File: src/rtl/tdc_pkg.sv
// Shared constants, field-width helpers and FSM state encoding for the TDC event arbiter.
package tdc_pkg;
  localparam int NCH_DEF = 4;
  localparam int CW_DEF  = 16;

  typedef logic [1:0] state_t;
  localparam logic [1:0] ST_IDLE  = 2'd0;
  localparam logic [1:0] ST_RUN   = 2'd1;
  localparam logic [1:0] ST_DRAIN = 2'd2;

  function automatic int idx_w(input int nch);
    return (nch > 1) ? $clog2(nch) : 1;
  endfunction

  // Event word layout, MSB first: {channel, edge (1=rise), coarse time}.
  function automatic int data_w(input int nch, input int cw);
    return idx_w(nch) + 1 + cw;
  endfunction
endpackage

File: src/rtl/tdc_event_arbiter_if.sv
// Event output handshake between the arbiter and its downstream consumer.
// A word transfers on a clock edge where valid and ready are both high; while valid is
// high and ready is low, valid and data hold steady. Ready may change freely.
interface tdc_event_if
  import tdc_pkg::*;
#(
  parameter int DW = data_w(NCH_DEF, CW_DEF)
) ();
  logic          valid;
  logic          ready;
  logic [DW-1:0] data;

  modport master (output valid, output data, input ready);
  modport slave  (input valid, input data, output ready);
endinterface

File: src/rtl/tdc_out_reg.sv
// Output holding register: loads on grant, otherwise clears valid once the word is taken.
module tdc_out_reg
  import tdc_pkg::*;
#(
  parameter int DW = data_w(NCH_DEF, CW_DEF)
) (
  input  logic          clk,
  input  logic          rst_n,
  input  logic          load,
  input  logic [DW-1:0] load_data,
  tdc_event_if.master   out
);
  always_ff @(posedge clk or negedge rst_n) begin
    if (!rst_n) begin
      out.valid <= 1'b0;
      out.data  <= '0;
    end else if (load) begin
      out.valid <= 1'b1;
      out.data  <= load_data;
    end else if (out.ready) begin
      out.valid <= 1'b0;
    end
  end
endmodule

File: src/rtl/tdc_rr_arbiter.sv
// Round-robin picker: first requesting channel after ptr, wrapping modulo N (N a power of two).
module tdc_rr_arbiter
  import tdc_pkg::*;
#(
  parameter int N  = NCH_DEF,
  parameter int IW = idx_w(N)
) (
  input  logic [N-1:0]  req,
  input  logic [IW-1:0] ptr,
  output logic [N-1:0]  gnt,
  output logic [IW-1:0] idx,
  output logic          any
);
  logic [IW-1:0] cand;

  always_comb begin
    gnt  = '0;
    idx  = '0;
    any  = 1'b0;
    cand = '0;
    // k == N lands back on ptr itself, so the last granted channel is checked last.
    for (int k = 1; k <= N; k++) begin
      cand = ptr + IW'(k);
      if (!any && req[cand]) begin
        any       = 1'b1;
        gnt[cand] = 1'b1;
        idx       = cand;
      end
    end
  end
endmodule

File: src/rtl/tdc_event_arbiter.sv
// Multi-channel TDC front end: per-channel single-slot event capture with coarse timestamps,
// round-robin merge into one valid/ready stream, run control via start/stop/window.
module tdc_event_arbiter
  import tdc_pkg::*;
#(
  parameter int NCH = NCH_DEF,
  parameter int CW  = CW_DEF
) (
  input  logic                        iClk,
  input  logic                        iRstn,
  input  logic                        iStart,
  input  logic                        iStop,
  input  logic [CW-1:0]               iWindow,
  input  logic [NCH-1:0]              iRise,
  input  logic [NCH-1:0]              iFall,
  input  logic                        iReady,
  output logic                        oValid,
  output logic [data_w(NCH, CW)-1:0]  oData,
  output logic                        oBusy,
  output logic                        oWrap,
  output logic [NCH-1:0]              oOvf
);
  localparam int IW = idx_w(NCH);
  localparam int DW = data_w(NCH, CW);

  state_t          state;
  logic [CW-1:0]   coarse;
  logic [CW-1:0]   win_last;
  logic [NCH-1:0]  pend;
  logic [NCH-1:0]  pend_rise;
  logic [CW-1:0]   pend_time [NCH];
  logic [IW-1:0]   rr_ptr;

  logic            run;
  logic            start_run;
  logic            end_run;
  logic            fire;
  logic            do_grant;
  logic [NCH-1:0]  gnt_oh;
  logic [NCH-1:0]  slot_free;
  logic [IW-1:0]   gnt_idx;
  logic            gnt_any;
  logic [DW-1:0]   load_data;

  tdc_event_if #(.DW(DW)) evt ();

  assign evt.ready = iReady;
  assign oValid    = evt.valid;
  assign oData     = evt.data;
  assign oBusy     = (state != ST_IDLE);

  assign run       = (state == ST_RUN);
  assign start_run = (state == ST_IDLE) && iStart;
  assign win_last  = iWindow - CW'(1);
  assign end_run   = run && (iStop || ((iWindow != '0) && (coarse == win_last)));

  // A new grant may only overwrite the output word once the current one is gone or leaving.
  assign fire      = !evt.valid || evt.ready;
  assign do_grant  = fire && gnt_any;
  assign slot_free = do_grant ? gnt_oh : '0;
  assign load_data = {gnt_idx, pend_rise[gnt_idx], pend_time[gnt_idx]};

  tdc_rr_arbiter #(.N(NCH), .IW(IW)) u_rr (
    .req (pend),
    .ptr (rr_ptr),
    .gnt (gnt_oh),
    .idx (gnt_idx),
    .any (gnt_any)
  );

  tdc_out_reg #(.DW(DW)) u_out (
    .clk       (iClk),
    .rst_n     (iRstn),
    .load      (do_grant),
    .load_data (load_data),
    .out       (evt.master)
  );

  always_ff @(posedge iClk or negedge iRstn) begin
    if (!iRstn) begin
      state  <= ST_IDLE;
      coarse <= '0;
      oWrap  <= 1'b0;
    end else begin
      oWrap <= run && (coarse == '1);
      case (state)
        ST_IDLE: begin
          if (iStart) begin
            state  <= ST_RUN;
            coarse <= '0;
          end
        end
        ST_RUN: begin
          coarse <= coarse + CW'(1);
          if (end_run) state <= ST_DRAIN;
        end
        ST_DRAIN: begin
          if ((pend == '0) && !evt.valid) state <= ST_IDLE;
        end
        default: state <= ST_IDLE;
      endcase
    end
  end

  // A slot granted this cycle counts as free, so a same-cycle event recaptures into it.
  always_ff @(posedge iClk or negedge iRstn) begin
    if (!iRstn) begin
      pend      <= '0;
      pend_rise <= '0;
      oOvf      <= '0;
      for (int i = 0; i < NCH; i++) pend_time[i] <= '0;
    end else begin
      if (start_run) oOvf <= '0;
      for (int i = 0; i < NCH; i++) begin
        if (run && (iRise[i] || iFall[i])) begin
          if (pend[i] && !slot_free[i]) begin
            oOvf[i] <= 1'b1;
          end else begin
            pend[i]      <= 1'b1;
            pend_rise[i] <= iRise[i];
            pend_time[i] <= coarse;
            if (iRise[i] && iFall[i]) oOvf[i] <= 1'b1;
          end
        end else if (slot_free[i]) begin
          pend[i] <= 1'b0;
        end
      end
    end
  end

  always_ff @(posedge iClk or negedge iRstn) begin
    if (!iRstn) rr_ptr <= IW'(NCH - 1);
    else if (do_grant) rr_ptr <= gnt_idx;
  end
endmodule

File: config.mk
export PLATFORM = sky130hd
export DESIGN_NAME = tdc_event_arbiter
export DESIGN_NICKNAME = d
export VERILOG_FILES = /design/src/rtl/tdc_pkg.sv /design/src/rtl/tdc_event_arbiter_if.sv /design/src/rtl/tdc_out_reg.sv /design/src/rtl/tdc_rr_arbiter.sv /design/src/rtl/tdc_event_arbiter.sv
export SDC_FILE = /design/constraint.sdc
export NUM_CORES = 1
export LEC_CHECK = 0
export BUFFER_PORTS_ARGS = -buffer_cell sky130_fd_sc_hd__buf_2
export CAP_MARGIN = 0
export CORE_MARGIN = 3
export CORE_UTILIZATION = 55
export CTS_CLUSTER_DIAMETER = 60
export DETAILED_ROUTE_END_ITERATION = 12
export HOLD_SLACK_MARGIN = 0.08
export PLACE_DENSITY = 0.74
export SETUP_SLACK_MARGIN = 0.02
export SLEW_MARGIN = 20
export SYNTH_ARGS = -nofsm -noshare
export SYNTH_HDL_FRONTEND = slang
export SYNTH_HIERARCHICAL = 1
export SYNTH_SLANG_ARGS = --single-unit
export TNS_END_PERCENT = 50
File: constraint.sdc
create_clock -name iClk -period 10.6 [get_ports iClk]
set_input_delay 1.06 -clock iClk [delete_from_list [all_inputs] [get_ports iClk]]
set_output_delay 1.06 -clock iClk [all_outputs]
set_load 0.01 [all_outputs]
-- Yosys cells after proc, flatten, opt, wreduce, memory -nomap -nowiden
Cells that the tools add are included.
- order comparisons: 10
- equal/unequal tests: 11
- muxes and demuxes: 67
- reductions and logical operators: 59
- add/subtract/negate cells: 5
- bitwise operators: 8
- operators by type and width (kind ; count):
    16-bit 2-to-1 mux ; 3
    1-bit 2-to-1 mux ; 39
    16-bit binary-select mux with 2-bit select ; 1
    16-bit case mux with 2 select lines ; 1
    1-bit logical AND ; 25
    4-bit 2-to-1 mux ; 6
    2-bit AND reduction ; 9
    16-bit by 1-bit adder with 16-bit output, second input constant ; 1
    16-bit equality test ; 1
    16-bit equality test, second input constant ; 1
    16-bit nonzero test ; 1
    16-bit by 1-bit subtractor with 16-bit output, second input constant ; 1
    2-bit by 3-bit < comparator with 1-bit output, second input constant ; 5
    2-bit 2-to-1 mux ; 7
    2-bit nonzero test ; 7
    2-bit != test, second input constant ; 6
    4-bit OR ; 3
    1-bit binary-select mux with 2-bit select ; 5
    1-bit demux with 2-bit select ; 4
    2-bit by 1-bit greater-or-equal comparator with 1-bit output, second input constant ; 4
    1-bit logical NOT ; 8
    1-bit logical OR ; 6
    2-bit case mux with 3 select lines ; 1
    2-bit adder, second input constant ; 2
    other kinds (10) ; 13
- flip-flop bits (word level): 117
- output and inout port bits: 26
- bits of input ports: 29
- logic and storage cells: 179

-- Longest topological paths before layout
Gate-level depths: netlist of run 1.
- depth in word-level cells: 19
- depth in mapped cells: 14

-- Modules after synthesis
The synthesis of run 1 kept the hierarchy.
- modules (own cells, without submodules) (module ; sequential area each (sq um) ; area an instance (sq um) ; times used ; cells an instance):
    tdc_event_arbiter ; 2429.8 ; 4933.5 ; 1 ; 402
    tdc_out_reg ; 500.5 ; 819.5 ; 1 ; 43
    tdc_rr_arbiter ; 0.0 ; 525.5 ; 1 ; 68

-- Worst setup path after synthesis of run 1
Ideal clock, no wire load.
- kind: flip-flop to flip-flop
- start point: reg rr_ptr[0]
- end point: reg u_out.out.data[10]
- cell stages (with the launch flop): 13
- data arrival time: 3.226 ns
- data required time: 10.475 ns
- path buffers: 4
- path slack: 7.249 ns
- period minus slack after synthesis: 3.351 ns
- cells stage by stage: dfstp_2 -> buf_4 -> inv_2 -> ha_1 -> buf_6 -> a21oi_2 -> nor3_1 -> nor2_2 -> o31a_1 -> buf_2 -> buf_1 -> mux4_2 -> mux2_4
- word-level cells in the longest chain between the ends: 17
- elaborated cells between the ends (all ways): 30
- classes of those cells: add/sub (3); mux (19); bitwise (1); reduce/logical (7)
- RTL lines (item ; RTL line ; RTL):
    start: declaration ; tdc_event_arbiter.sv:32 ; logic [IW-1:0] rr_ptr;
    start signal: assignment ; tdc_event_arbiter.sv:132 ; if (!iRstn) rr_ptr <= IW'(NCH - 1);
    start signal: assignment ; tdc_event_arbiter.sv:133 ; else if (do_grant) rr_ptr <= gnt_idx;
    2-bit by 1-bit adder with 2-bit output ; tdc_rr_arbiter.sv:23 ; cand = ptr + IW'(k);
    1-bit binary-select mux with 2-bit select ; tdc_rr_arbiter.sv:24 ; if (!any && req[cand]) begin
    1-bit 2-to-1 mux (not written as such) ; tdc_rr_arbiter.sv:24 ;
    1-bit 2-to-1 mux ; tdc_rr_arbiter.sv:24 ;
    1-bit logical NOT ; tdc_rr_arbiter.sv:24 ;
    1-bit logical AND ; tdc_rr_arbiter.sv:24 ;
    1-bit 2-to-1 mux ; tdc_rr_arbiter.sv:24 ;
    1-bit logical NOT ; tdc_rr_arbiter.sv:24 ;
    [2 not listed] ; - ;
    1-bit logical NOT ; tdc_rr_arbiter.sv:24 ;
    1-bit logical AND ; tdc_rr_arbiter.sv:24 ;
    2-bit 2-to-1 mux (*) ; tdc_rr_arbiter.sv:24 ;
    named net gnt_idx[0] ; tdc_event_arbiter.sv:41 ; logic [IW-1:0] gnt_idx;
    2-bit NOT with 3-bit output (not written as such) (*) ; tdc_event_arbiter.sv:61 ; assign load_data = {gnt_idx, pend_rise[gnt_idx], pend_time[gnt_idx]};
    16-bit binary-select mux with 2-bit select (*) ; tdc_event_arbiter.sv:61 ;
    16-bit 2-to-1 mux (not written as such) (*) (2 in series) ; tdc_event_arbiter.sv:61 ;
    named net load_data[10] ; tdc_event_arbiter.sv:43 ; logic [DW-1:0] load_data;
    end signal: assignment ; tdc_out_reg.sv:19 ; out.data <= load_data;
    end: declaration ; tdc_event_arbiter_if.sv:13 ; modport master (output valid, output data, input ready);
Mark *: on every way through the listed nets, which the timed path passes. The rest lies on a longest branch. The select of a mux whose other input is x is not followed.
A chain may end at the register's enable or synchronous reset.

-- Worst setup path in the final report of run 1
- start point: reg rr_ptr[0]
- end point: reg pend_time[9] (netlist bit)
- elaborated cells between the ends (all ways): 54
- classes of those cells: add/sub (3); order compare (8); mux (25); bitwise (4); reduce/logical (14)
- RTL lines (item ; RTL line ; RTL):
    parallel branches: the longest is 12 deep, another holds 2-bit by 3-bit < comparator with 1-bit output ; - ;
    4-bit 2-to-1 mux (*) ; tdc_rr_arbiter.sv:24 ;
    named net gnt_oh[3] ; tdc_event_arbiter.sv:39 ; logic [NCH-1:0] gnt_oh;
    4-bit 2-to-1 mux (*) ; tdc_event_arbiter.sv:60 ; assign slot_free = do_grant ? gnt_oh : '0;
    1-bit logical NOT (*) ; tdc_event_arbiter.sv:116 ; if (pend[i] && !slot_free[i]) begin
    1-bit logical AND (*) ; tdc_event_arbiter.sv:116 ;
    1-bit NOT (no line) (*) ; - ;
    2-bit AND reduction (no line) (*) ; - ;
    end signal: indexed assignment ; tdc_event_arbiter.sv:121 ; pend_time[i] <= coarse;
    end: declaration ; tdc_event_arbiter.sv:31 ; logic [CW-1:0] pend_time [NCH];
Mark *: on every way through the listed nets, which the timed path passes. The select of a mux whose other input is x is not followed.

==> flow_metrics.env, run 1 <==
export IMPL_insertion_delay_ns=0.41
export IMPL_ant_nets=0
export IMPL_fin_setup_tns_ns=0
export IMPL_io_buffers=54
export IMPL_fp_coreArea_sq_um=11000
export IMPL_synth_ff_type="dfrtp_1"
export IMPL_first_pass_iters=5
export IMPL_post_dp_hpwl_mm=9.06
export IMPL_fin_nets=593
export IMPL_syn_inst=513
export IMPL_syn_num_nets=552
export IMPL_cts_tree="yes"
export IMPL_grt_pass1_wl_mm=23.3
export IMPL_post_cts_buffers=0
export IMPL_synth_seq_area_share_pct=46.7
export IMPL_worstSetupStartpointType="flip-flop"
export IMPL_slew_limit_headroom_pct=25.5
export IMPL_cts_made_buffers=17
export IMPL_diodes=0
export IMPL_critPathCaptureType="flip-flop"
export IMPL_synth_top_area_share_pct=45.8
export IMPL_final_max_slew_violation_count=0
export IMPL_post_route_drc_count=0
export IMPL_grt_max_degree=64
export IMPL_syn_to_final_growth_pct=15.3
export IMPL_post_route_min_period_ns=3.81
export IMPL_yosysWarningCount=6
export IMPL_clkPwrFrac_pct=29.9
export IMPL_ctsResizeCount=0
export IMPL_avgSynthCellArea_sq_um=12.2
export IMPL_p_comb_share_pct=39.0
export IMPL_grt_busiest_layer="met2"
export IMPL_internal_power_uw=1390
export IMPL_synth_cell_types=70
export IMPL_r2r_cells=8
export IMPL_tightestPinTransition_ns=1.12
export IMPL_status="complete, no violations"
export IMPL_seq_power_share_pct=31.1
export IMPL_cts_path_max_buffers=2
export IMPL_holdCritPathClass="reg -> reg"
export IMPL_first_iter_violations=384
export IMPL_ctsRootBufferMaster="clkbuf_16"
export IMPL_grt_pass1_vias=4492
export IMPL_die_height_um=113
export IMPL_critical_path_class="reg -> reg"
export IMPL_grtUsageMet2_pct=35.9
export IMPL_required_ns=10.90
export IMPL_path_max_fanout=18
export IMPL_antenna_found_initial=0
export IMPL_yosysMostFrequentCell="dfrtp_1"
export IMPL_avgRoutedWirePerCell_um=19.7
export IMPL_clock_sinks=117
export IMPL_finalSetupViolCount=0
export IMPL_io_pin_count=55
export IMPL_hold_depth=1
export IMPL_track_usage_pct=23.1
export IMPL_switching_share_pct=35.1
export IMPL_p_sw_uw=750
export IMPL_initial_utilization_pct=57.2
export IMPL_via_per_inst=6.25
export IMPL_timing_hold_violations_final=0
export IMPL_finalCritPeriodShare_pct=36.0
export IMPL_clk_pin_slew_ns=0.06
export IMPL_routabilityCongestion=0.829
export IMPL_grt_overflow=0
export IMPL_finClkSkew_ns=0.00929
export IMPL_power_density_nw_per_um2=295
export IMPL_grtUsageMet1_pct=31.7
export IMPL_clock_fmax_mhz=262
export IMPL_cap_viol_max_count=0
export IMPL_drive_above_1_share_pct=37.7
export IMPL_synth_area_leaders="dfrtp_1 (46%), mux2_2 (12%), mux4_2 (6.5%), mux2_4 (4.5%), o21ai_0 (2.2%)"
export IMPL_synth_edff_count=0
export IMPL_utilization_pct=65.9
export IMPL_synth_commonest_cells="dfrtp_1 (115), mux2_2 (69), nand2_1 (28), o21ai_0 (28), nor2_1 (21)"
export IMPL_rsz0062_at_grt="false"
export IMPL_rrSetupSlack_ns=6.79
export IMPL_fp_dieArea_sq_um=12700
export IMPL_critPathArrivalTime_ns=4.11
export IMPL_hold_buffers=0
export IMPL_rows=38
export IMPL_netlist_area_sq_um=6280
export IMPL_ir_worst_vdd_uv=279
export IMPL_leakage_uw=0.00337
export IMPL_met3_usage_pct=5.19
export IMPL_die_x_um=113
export IMPL_cts_max_level=4
export IMPL_ys_async_sr_fraction_pct=100
export IMPL_synth_top_area_cell="dfrtp_1"
export IMPL_ys_seq_elements=117
export IMPL_vias=4422
export IMPL_drt_total_wl_mm=13.9
==> kinds of logic (layout without fill, tap and decap cells) <==
group / count (synthesis) / count (layout) / share of synthesized area (%)
AND/OR/NAND/NOR: 125 / 125 / 11.2
flip-flops: 117 / 117 / 46.7
multiplexers: 109 / 109 / 24.1
AO/OA/AOI/OAI: 84 / 84 / 9.27
buffers and inverters: 45 / 99 / 3.57
XOR/XNOR: 19 / 19 / 2.65
adder cells (fa/ha/maj): 14 / 14 / 2.63
==> power groups by stage <==
stage	clock network [uW]	registers [uW]	logic, uW
floorplan	0	635	667
global route	668	681	898
finish	639	664	835
CTS	647	662	838
global placement	0	659	816
detailed placement	0	667	828
==> worst max-delay path, cell delays in order (launching register included) <==
cell      delay [ns]
dfstp_2         0.73
inv_2           0.14
ha_1            0.54
mux2i_4         0.38
o21ai_1         0.11
a221o_1         0.26
a21boi_0        0.29
or2_1           0.83
mux2_2          0.42
==> stage by stage <==
stage | hold WS, ns | setup slack (ns) | cell area (sq um) | total power, uW | instances
2_1_floorplan | 0.445 | 7.25 | 6280 | 1300 | 513
3_3_place_gp | 0.457 | 6.88 | 6570 | 1480 | 675
3_5_place_dp | 0.489 | 6.82 | 6570 | 1500 | 675
4_1_cts | 0.505 | 6.81 | 7240 | 2150 | 707
5_1_grt | 0.510 | 6.61 | 7240 | 2250 | 707
6_report | 0.501 | 6.79 | 7240 | 2140 | 707
==> worst paths after layout <==
kind                                          start                        end
setup / recovery              rr_ptr[0]$_DFFE_PN1P_   pend_time[9]$_DFFE_PN0P_
hold / removal             pend_time[0]$_DFFE_PN0P_   pend_time[0]$_DFFE_PN0P_
setup reg to reg              rr_ptr[0]$_DFFE_PN1P_   pend_time[9]$_DFFE_PN0P_
hold reg to reg            pend_time[0]$_DFFE_PN0P_   pend_time[0]$_DFFE_PN0P_
max in group asynchronous                     iRstn  pend_time[27]$_DFFE_PN0P_
min in group asynchronous                     iRstn   pend_time[4]$_DFFE_PN0P_
==> registers in the layout, indices dropped and copies added, names as in the netlist <==
signal and cells:
oOvf 4, pend_rise 4, u_out/out.data 19, oWrap 1
u_out/out.valid 1, state 2, pend_time 64, rr_ptr 2
pend 4, coarse 16
==> cell usage in the layout, fill, tap and decap left out, types with 4 or more instances in the layout <==
master / n
nand2b_1: 6
a21boi_0: 6
mux2_2: 69
nand2_1: 28
a21oi_1: 7
nor3_1: 10
mux2_4: 19
nor2_1: 21
maj3_1: 4
or4_1: 5
clkinvlp_4: 4
o21ai_1: 6
bufinv_16: 5
nor2b_1: 4
mux4_2: 18
xor2_1: 12
nand3_1: 19
ha_1: 10
nand4_1: 6
inv_1: 9
dfrtp_1: 115
xnor2_1: 7
a22o_1: 6
o21ai_0: 28
buf_4: 4
buf_2: 53
a221o_1: 4
clkbuf_16: 17
==> layout make-up <==
cell class                      instances  area (sq um)
Sequential cell                       117          2930
Fill cell                             786          3750
Clock buffer                           18           439
Tap cell                              140           175
Multi-Input combinational cell        351          3140
Inverter                               10          37.5
Timing Repair Buffer                   57           295
Clock inverter                         14           224
==> routing by layer <==
metal	up-vias	share of wire [%]
met5	-	0
met4	0	1.8
met3	27	4.2
met2	133	49
met1	2277	45
li1	1985	-
No activity file was read; power rests on OpenSTA's default activity.
==> run 2, diff against run 1 <==
Settings changed: CORE_UTILIZATION 55 to 54, PLACE_DENSITY 0.74 to 0.76.
Clock period 10.6 ns to 3.1 ns, I/O delays scaled along.
==> run 2 against run 1 <==
Die area grew 1.8%. First-iteration DRC count shrank 20%. Via count fell by 0.52%. Total power increased to 3.4 times the previous value. Final area rose by 1.6%. Register-to-register slack lost 6.6 ns. Critical path depth grew 2. Combinational power grew to 3.8 times the previous value. Critical path type unchanged. Largest cell class unchanged. Highest routed layer unchanged.
==> flow_metrics.env, run 2 (synthesis results as in run 1) <==
export IMPL_clock_fmax_mhz=342
export IMPL_r2r_end="pend_time[46]$_DFFE_PN0P_"
export IMPL_required_ns=3.38
export IMPL_reg_top3="pend_time x64, u_out/out.data x19, coarse x16"
export IMPL_initial_utilization_pct=56.7
export IMPL_internal_power_uw=4730
export IMPL_clk_pin_slew_ns=0.05
export IMPL_status="complete, no violations"
export IMPL_fin_nets=611
export IMPL_cts_path_max_buffers=2
export IMPL_ctsRootBufferMaster="clkbuf_16"
export IMPL_post_route_min_period_ns=2.92
export IMPL_cts_max_level=4
export IMPL_syn_to_final_growth_pct=17.2
export IMPL_worst_hold_slack_ns=0.172
export IMPL_tightestPinTransition_ns=0.759
export IMPL_top_register="pend_time"
export IMPL_whs_endpoint="pend_rise[2]$_DFFE_PN0P_"
export IMPL_avgRoutedWirePerCell_um=19.5
export IMPL_holdCritPathClass="in -> reg"
export IMPL_timing_hold_violations_final=0
export IMPL_rrSetupSlack_ns=0.18
export IMPL_die_height_um=114
export IMPL_post_route_drc_count=0
export IMPL_drt_total_wl_mm=14.1
export IMPL_clkPwrFrac_pct=25.7
export IMPL_largest_reg_flops=64
export IMPL_min_delay_start="iRise[2]"
export IMPL_finalSetupViolCount=0
export IMPL_critical_path_class="reg -> reg"
export IMPL_io_buffers=54
export IMPL_fill_cells=790
export IMPL_grt_max_degree=60
export IMPL_r2r_start="rr_ptr[0]$_DFFE_PN1P_"
export IMPL_grt_pass1_vias=4519
export IMPL_switching_share_pct=34.9
export IMPL_r2r_cells=10
export IMPL_die_x_um=114
export IMPL_layout_commonest_cell="dfrtp_1"
export IMPL_slew_limit_headroom_pct=49.3
export IMPL_fp_coreArea_sq_um=11100
export IMPL_finClkSkew_ns=0.00683
export IMPL_critPathCaptureType="flip-flop"
export IMPL_grt_overflow=0
export IMPL_seq_power_share_pct=30.5
export IMPL_ant_nets=0
export IMPL_utilization_pct=66.4
export IMPL_first_iter_violations=309
export IMPL_cts_made_buffers=17
export IMPL_fp_dieArea_sq_um=13000
export IMPL_finalCritPeriodShare_pct=94.3
export IMPL_clock_sinks=117
export IMPL_rows=38
export IMPL_critPathArrivalTime_ns=3.20
export IMPL_ir_worst_vdd_uv=934
export IMPL_cap_viol_max_count=0
export IMPL_antenna_found_initial=0
export IMPL_diodes=0
export IMPL_first_pass_iters=5
export IMPL_rsz0062_at_grt="true"
export IMPL_io_pin_count=55
export IMPL_drive_above_1_share_pct=39.1
export IMPL_hold_depth=2
export IMPL_post_dp_hpwl_mm=9.59
export IMPL_p_comb_share_pct=43.9
export IMPL_path_max_fanout=17
export IMPL_cts_tree="yes"
export IMPL_grt_pass1_wl_mm=23.6
export IMPL_final_max_slew_violation_count=0
export IMPL_insertion_delay_ns=0.40
export IMPL_via_per_inst=6.07
export IMPL_track_usage_pct=23.4
export IMPL_worstSetupStartpointType="flip-flop"
export IMPL_mostFrequentLayoutCells="dfrtp_1 (115), mux2_2 (69), buf_2 (53)"
export IMPL_routabilityCongestion=0.882
export IMPL_vias=4399
export IMPL_power_density_nw_per_um2=988
export IMPL_leakage_uw=0.00345
export IMPL_p_sw_uw=2540
-- run 2: area by class of cell --
class / count / area (sq um) / area share (%)
Tap cell: 140 / 175 / 2.38
Timing Repair Buffer: 75 / 495 / 6.74
Inverter: 10 / 37.5 / 0.510
Clock buffer: 22 / 464 / 6.31
Sequential cell: 117 / 2930 / 39.8
Multi-Input combinational cell: 351 / 3150 / 42.8
Clock inverter: 10 / 105 / 1.43
-- run 2: what timing repair did --
action / CTS / global route
hold buffers: 1 / 0
setup endpoints to repair: 0 / 67
endpoints found under the hold margin: 57 / 0
buffers inserted: 0 / 0
gates resized for setup: 0 / 4
-- run 2: worst max-delay path by stage --
stage	from	end	slack [ns]	cells past startpoint
after CTS	rr_ptr[0]$_DFFE_PN1P_	pend_time[46]$_DFFE_PN0P_	0.02	9
after global routing	rr_ptr[0]$_DFFE_PN1P_	u_out/out.data[2]$_DFFE_PN0P_	0.02	9
after global placement	rr_ptr[0]$_DFFE_PN1P_	pend_time[42]$_DFFE_PN0P_	0.12	9
final	rr_ptr[0]$_DFFE_PN1P_	pend_time[46]$_DFFE_PN0P_	0.18	10
after floorplan	rr_ptr[0]$_DFFE_PN1P_	pend_time[53]$_DFFE_PN0P_	-0.006	12
after detailed placement	rr_ptr[0]$_DFFE_PN1P_	pend_time[41]$_DFFE_PN0P_	0.04	9
-- run 2: worst max-delay path, cell delays in order (launching register included) --
cell and delay (ns):
dfstp_2 0.57, buf_4 0.21, mux2i_1 0.38, mux2i_4 0.18, nand2_1 0.11, o21ai_1 0.06, a221o_1 0.27, a21boi_0 0.27
or2_1 0.21, buf_12 0.18, mux2_2 0.36
-- run 2: power by group through the flow --
stage	combinational, uW	clock [uW]	sequential [uW]
after CTS	3170	1890	2210
after detailed placement	3120	0	2230
final	3190	1870	2220
after global placement	3070	0	2200
after global routing	3440	1970	2270
after floorplan	2300	0	2170
-- run 2: stage by stage --
step / instance area [sq um] / total power [uW] / std cells / worst slack (ns) / setup TNS (ns)
global placement: 6760 / 5270 / 692 / 0.123 / 0
floorplan: 6290 / 4480 / 513 / -0.00579 / -0.111
finish: 7360 / 7270 / 725 / 0.178 / 0
CTS: 7340 / 7260 / 725 / 0.0238 / 0
detailed placement: 6760 / 5350 / 692 / 0.0444 / 0
global route: 7360 / 7680 / 725 / 0.0170 / 0
-- run 2: per-layer routing --
| metal | track usage (%) | part of all wire [%] | vias up | wire (um) |
|---|---|---|---|---|
| met5 | 0 | 0 | - | 0 |
| met2 | 37.8 | 49 | 163 | 6930 |
| li1 | - | - | 2010 | - |
| met1 | 32.1 | 44 | 2212 | 6250 |
| met3 | 5.31 | 5.4 | 14 | 762 |
| met4 | 6.57 | 1.3 | 0 | 183 |
==> run 3, diff against run 2 <==
Settings changed: CORE_ASPECT_RATIO set to 1.5.
==> run 3 against run 2 <==
Global-route usage decreased by 0.59 points. Total power fell by 1.2%. Critical path type unchanged. Wire length shrank 0.79%. Fmax is 0.87% higher. First-iteration DRC count shrank 38%. Largest power group unchanged. Critical endpoint is now u_out/out.data[5]$_DFFE_PN0P_. Hold slack got worse by 0.0086 ns. Largest cell class unchanged.
==> flow_metrics.env, run 3 (synthesis results as in run 1) <==
export IMPL_ir_worst_vdd_uv=586
export IMPL_syn_to_final_growth_pct=17.0
export IMPL_post_route_min_period_ns=2.90
export IMPL_finalSetupViolCount=0
export IMPL_critPathArrivalTime_ns=3.19
export IMPL_clk_pin_slew_ns=0.05
export IMPL_grt_overflow=0
export IMPL_p_total_uw=7190
export IMPL_drive_above_1_share_pct=38.7
export IMPL_holdCritPathClass="in -> reg"
export IMPL_io_buffers=54
export IMPL_required_ns=3.39
export IMPL_grt_pass1_vias=4615
export IMPL_p_sw_uw=2470
export IMPL_first_iter_violations=192
export IMPL_ctsRootBufferMaster="clkbuf_16"
export IMPL_fin_nets=610
export IMPL_timing_hold_violations_final=0
export IMPL_preCtsSetupSlack_ns=0.129
export IMPL_drt_total_wl_mm=14.0
export IMPL_clock_fmax_mhz=345
export IMPL_via_per_inst=6.03
export IMPL_fill_cells=807
export IMPL_worstSetupStartpointType="flip-flop"
export IMPL_grt_max_degree=65
export IMPL_routabilityCongestion=0.892
export IMPL_postPlaceCellArea_sq_um=6780
export IMPL_clkPwrFrac_pct=25.5
export IMPL_final_max_slew_violation_count=0
export IMPL_mostFrequentLayoutCells="dfrtp_1 (115), mux2_2 (69), buf_2 (53)"
export IMPL_antenna_found_initial=0
export IMPL_rrSetupSlack_ns=0.20
export IMPL_layout_commonest_cell="dfrtp_1"
export IMPL_critPathCaptureType="flip-flop"
export IMPL_finClkSkew_ns=0.00583
export IMPL_fin_setup_tns_ns=0
export IMPL_die_x_um=94.0
export IMPL_rsz0062_at_grt="false"
export IMPL_cts_max_level=4
export IMPL_clock_sinks=117
export IMPL_vias=4391
export IMPL_critical_path_class="reg -> reg"
export IMPL_slew_limit_headroom_pct=39.3
export IMPL_power_density_nw_per_um2=978
export IMPL_initial_utilization_pct=56.2
export IMPL_largest_reg_flops=64
export IMPL_fin_ws_ns=0.203
export IMPL_post_dp_hpwl_mm=9.80
export IMPL_switching_share_pct=34.4
export IMPL_path_max_fanout=19
export IMPL_ant_nets=0
export IMPL_cts_path_max_buffers=2
export IMPL_fp_coreArea_sq_um=11200
export IMPL_fp_dieArea_sq_um=13000
export IMPL_avgRoutedWirePerCell_um=19.2
export IMPL_internal_power_uw=4710
export IMPL_p_comb_share_pct=44.1
export IMPL_multiInputGateArea_sq_um=3140
export IMPL_cts_tree="yes"
export IMPL_rows=47
export IMPL_top_register="pend_time"
export IMPL_track_usage_pct=22.8
export IMPL_insertion_delay_ns=0.41
export IMPL_grt_pass1_wl_mm=23.0
export IMPL_cts_made_buffers=17
export IMPL_die_height_um=138
export IMPL_diodes=0
export IMPL_seq_power_share_pct=30.5
export IMPL_final_seq_area_sq_um=2930
export IMPL_fin_area_sq_um=7350
export IMPL_post_route_drc_count=0
export IMPL_io_pin_count=55
export IMPL_cap_viol_max_count=0
export IMPL_status="complete, no violations"
export IMPL_finalCritPeriodShare_pct=93.5
export IMPL_reg_top3="pend_time x64, u_out/out.data x19, coarse x16"
export IMPL_leakage_uw=0.00346
export IMPL_first_pass_iters=6
export IMPL_tightestPinTransition_ns=0.902
==> run 3: cell types whose count changed in the layout (fill, tap and decap cells not counted), sizes merged <==
cell | before | now
clkbuf | 22 | 25
clkinv | 6 | 3
bufinv | 2 | 1
clkinvlp | 2 | 0
buf | 74 | 73
==> run 3: metrics by stage <==
stage,utilization [%],hold WS [ns],cells
after floorplan,-,0.0144,513
after detailed placement,60.7,0.447,698
after global placement,60.7,0.443,698
after global routing,65.8,0.166,728
after CTS,65.8,0.142,728
final,65.8,0.164,728
==> run 3: path summary, 6_finish.rpt <==
| check | from | endpoint | depth (start not counted) |
|---|---|---|---|
| max in group asynchronous | iRstn | pend_time[7]$_DFFE_PN0P_ | 3 |
| worst min register to register | pend_time[2]$_DFFE_PN0P_ | pend_time[2]$_DFFE_PN0P_ | 2 |
| min in group asynchronous | iRstn | coarse[1]$_DFFE_PN0P_ | 2 |
| worst max-delay path | rr_ptr[0]$_DFFE_PN1P_ | u_out/out.data[5]$_DFFE_PN0P_ | 8 |
| worst min-delay path | iStart | state[0]$_DFFE_PN0P_ | 2 |
| worst max register to register | rr_ptr[0]$_DFFE_PN1P_ | u_out/out.data[5]$_DFFE_PN0P_ | 8 |
==> run 3: cell type report <==
class,count,area share [%]
multi-input cells,351,42.7
flip-flops and latches,117,39.9
clock buffers,25,7.02
repair buffers,74,6.81
well taps,147,2.50
clock inverters,4,0.613
inverters,10,0.511
==> run 3: repair_timing <==
action,4_1_cts,5_1_grt
endpoints found under the setup margin,0,64
gates resized for setup,0,4
hold buffers,1,0
buffers inserted,0,0
hold endpoints to repair,60,0
==> run 3: power by group through the flow <==
stage	combinational [uW]	clock, uW	sequential, uW
floorplan	2300	0	2170
global placement	3060	0	2180
detailed placement	3150	0	2200
CTS	3170	1860	2190
global route	3390	1930	2240
finish	3170	1830	2190
==> run 3: layer usage <==
metal,vias to the layer above,share of wire (%),global-route usage [%]
met5,-,0,0
li1,2013,-,-
met2,145,54,40.1
met4,0,2.3,8.07
met1,2199,40,27.0
met3,34,4.1,4.95
==> run 3: worst max-delay path, cell delays in order, from the launching register on <==
cell and delay [ns]:
dfstp_2 0.57, mux4_2 0.63, a21oi_2 0.18, nor3_1 0.07, nor2_2 0.11, o31a_1 0.19, buf_12 0.21, mux4_2 0.54
mux2_4 0.27
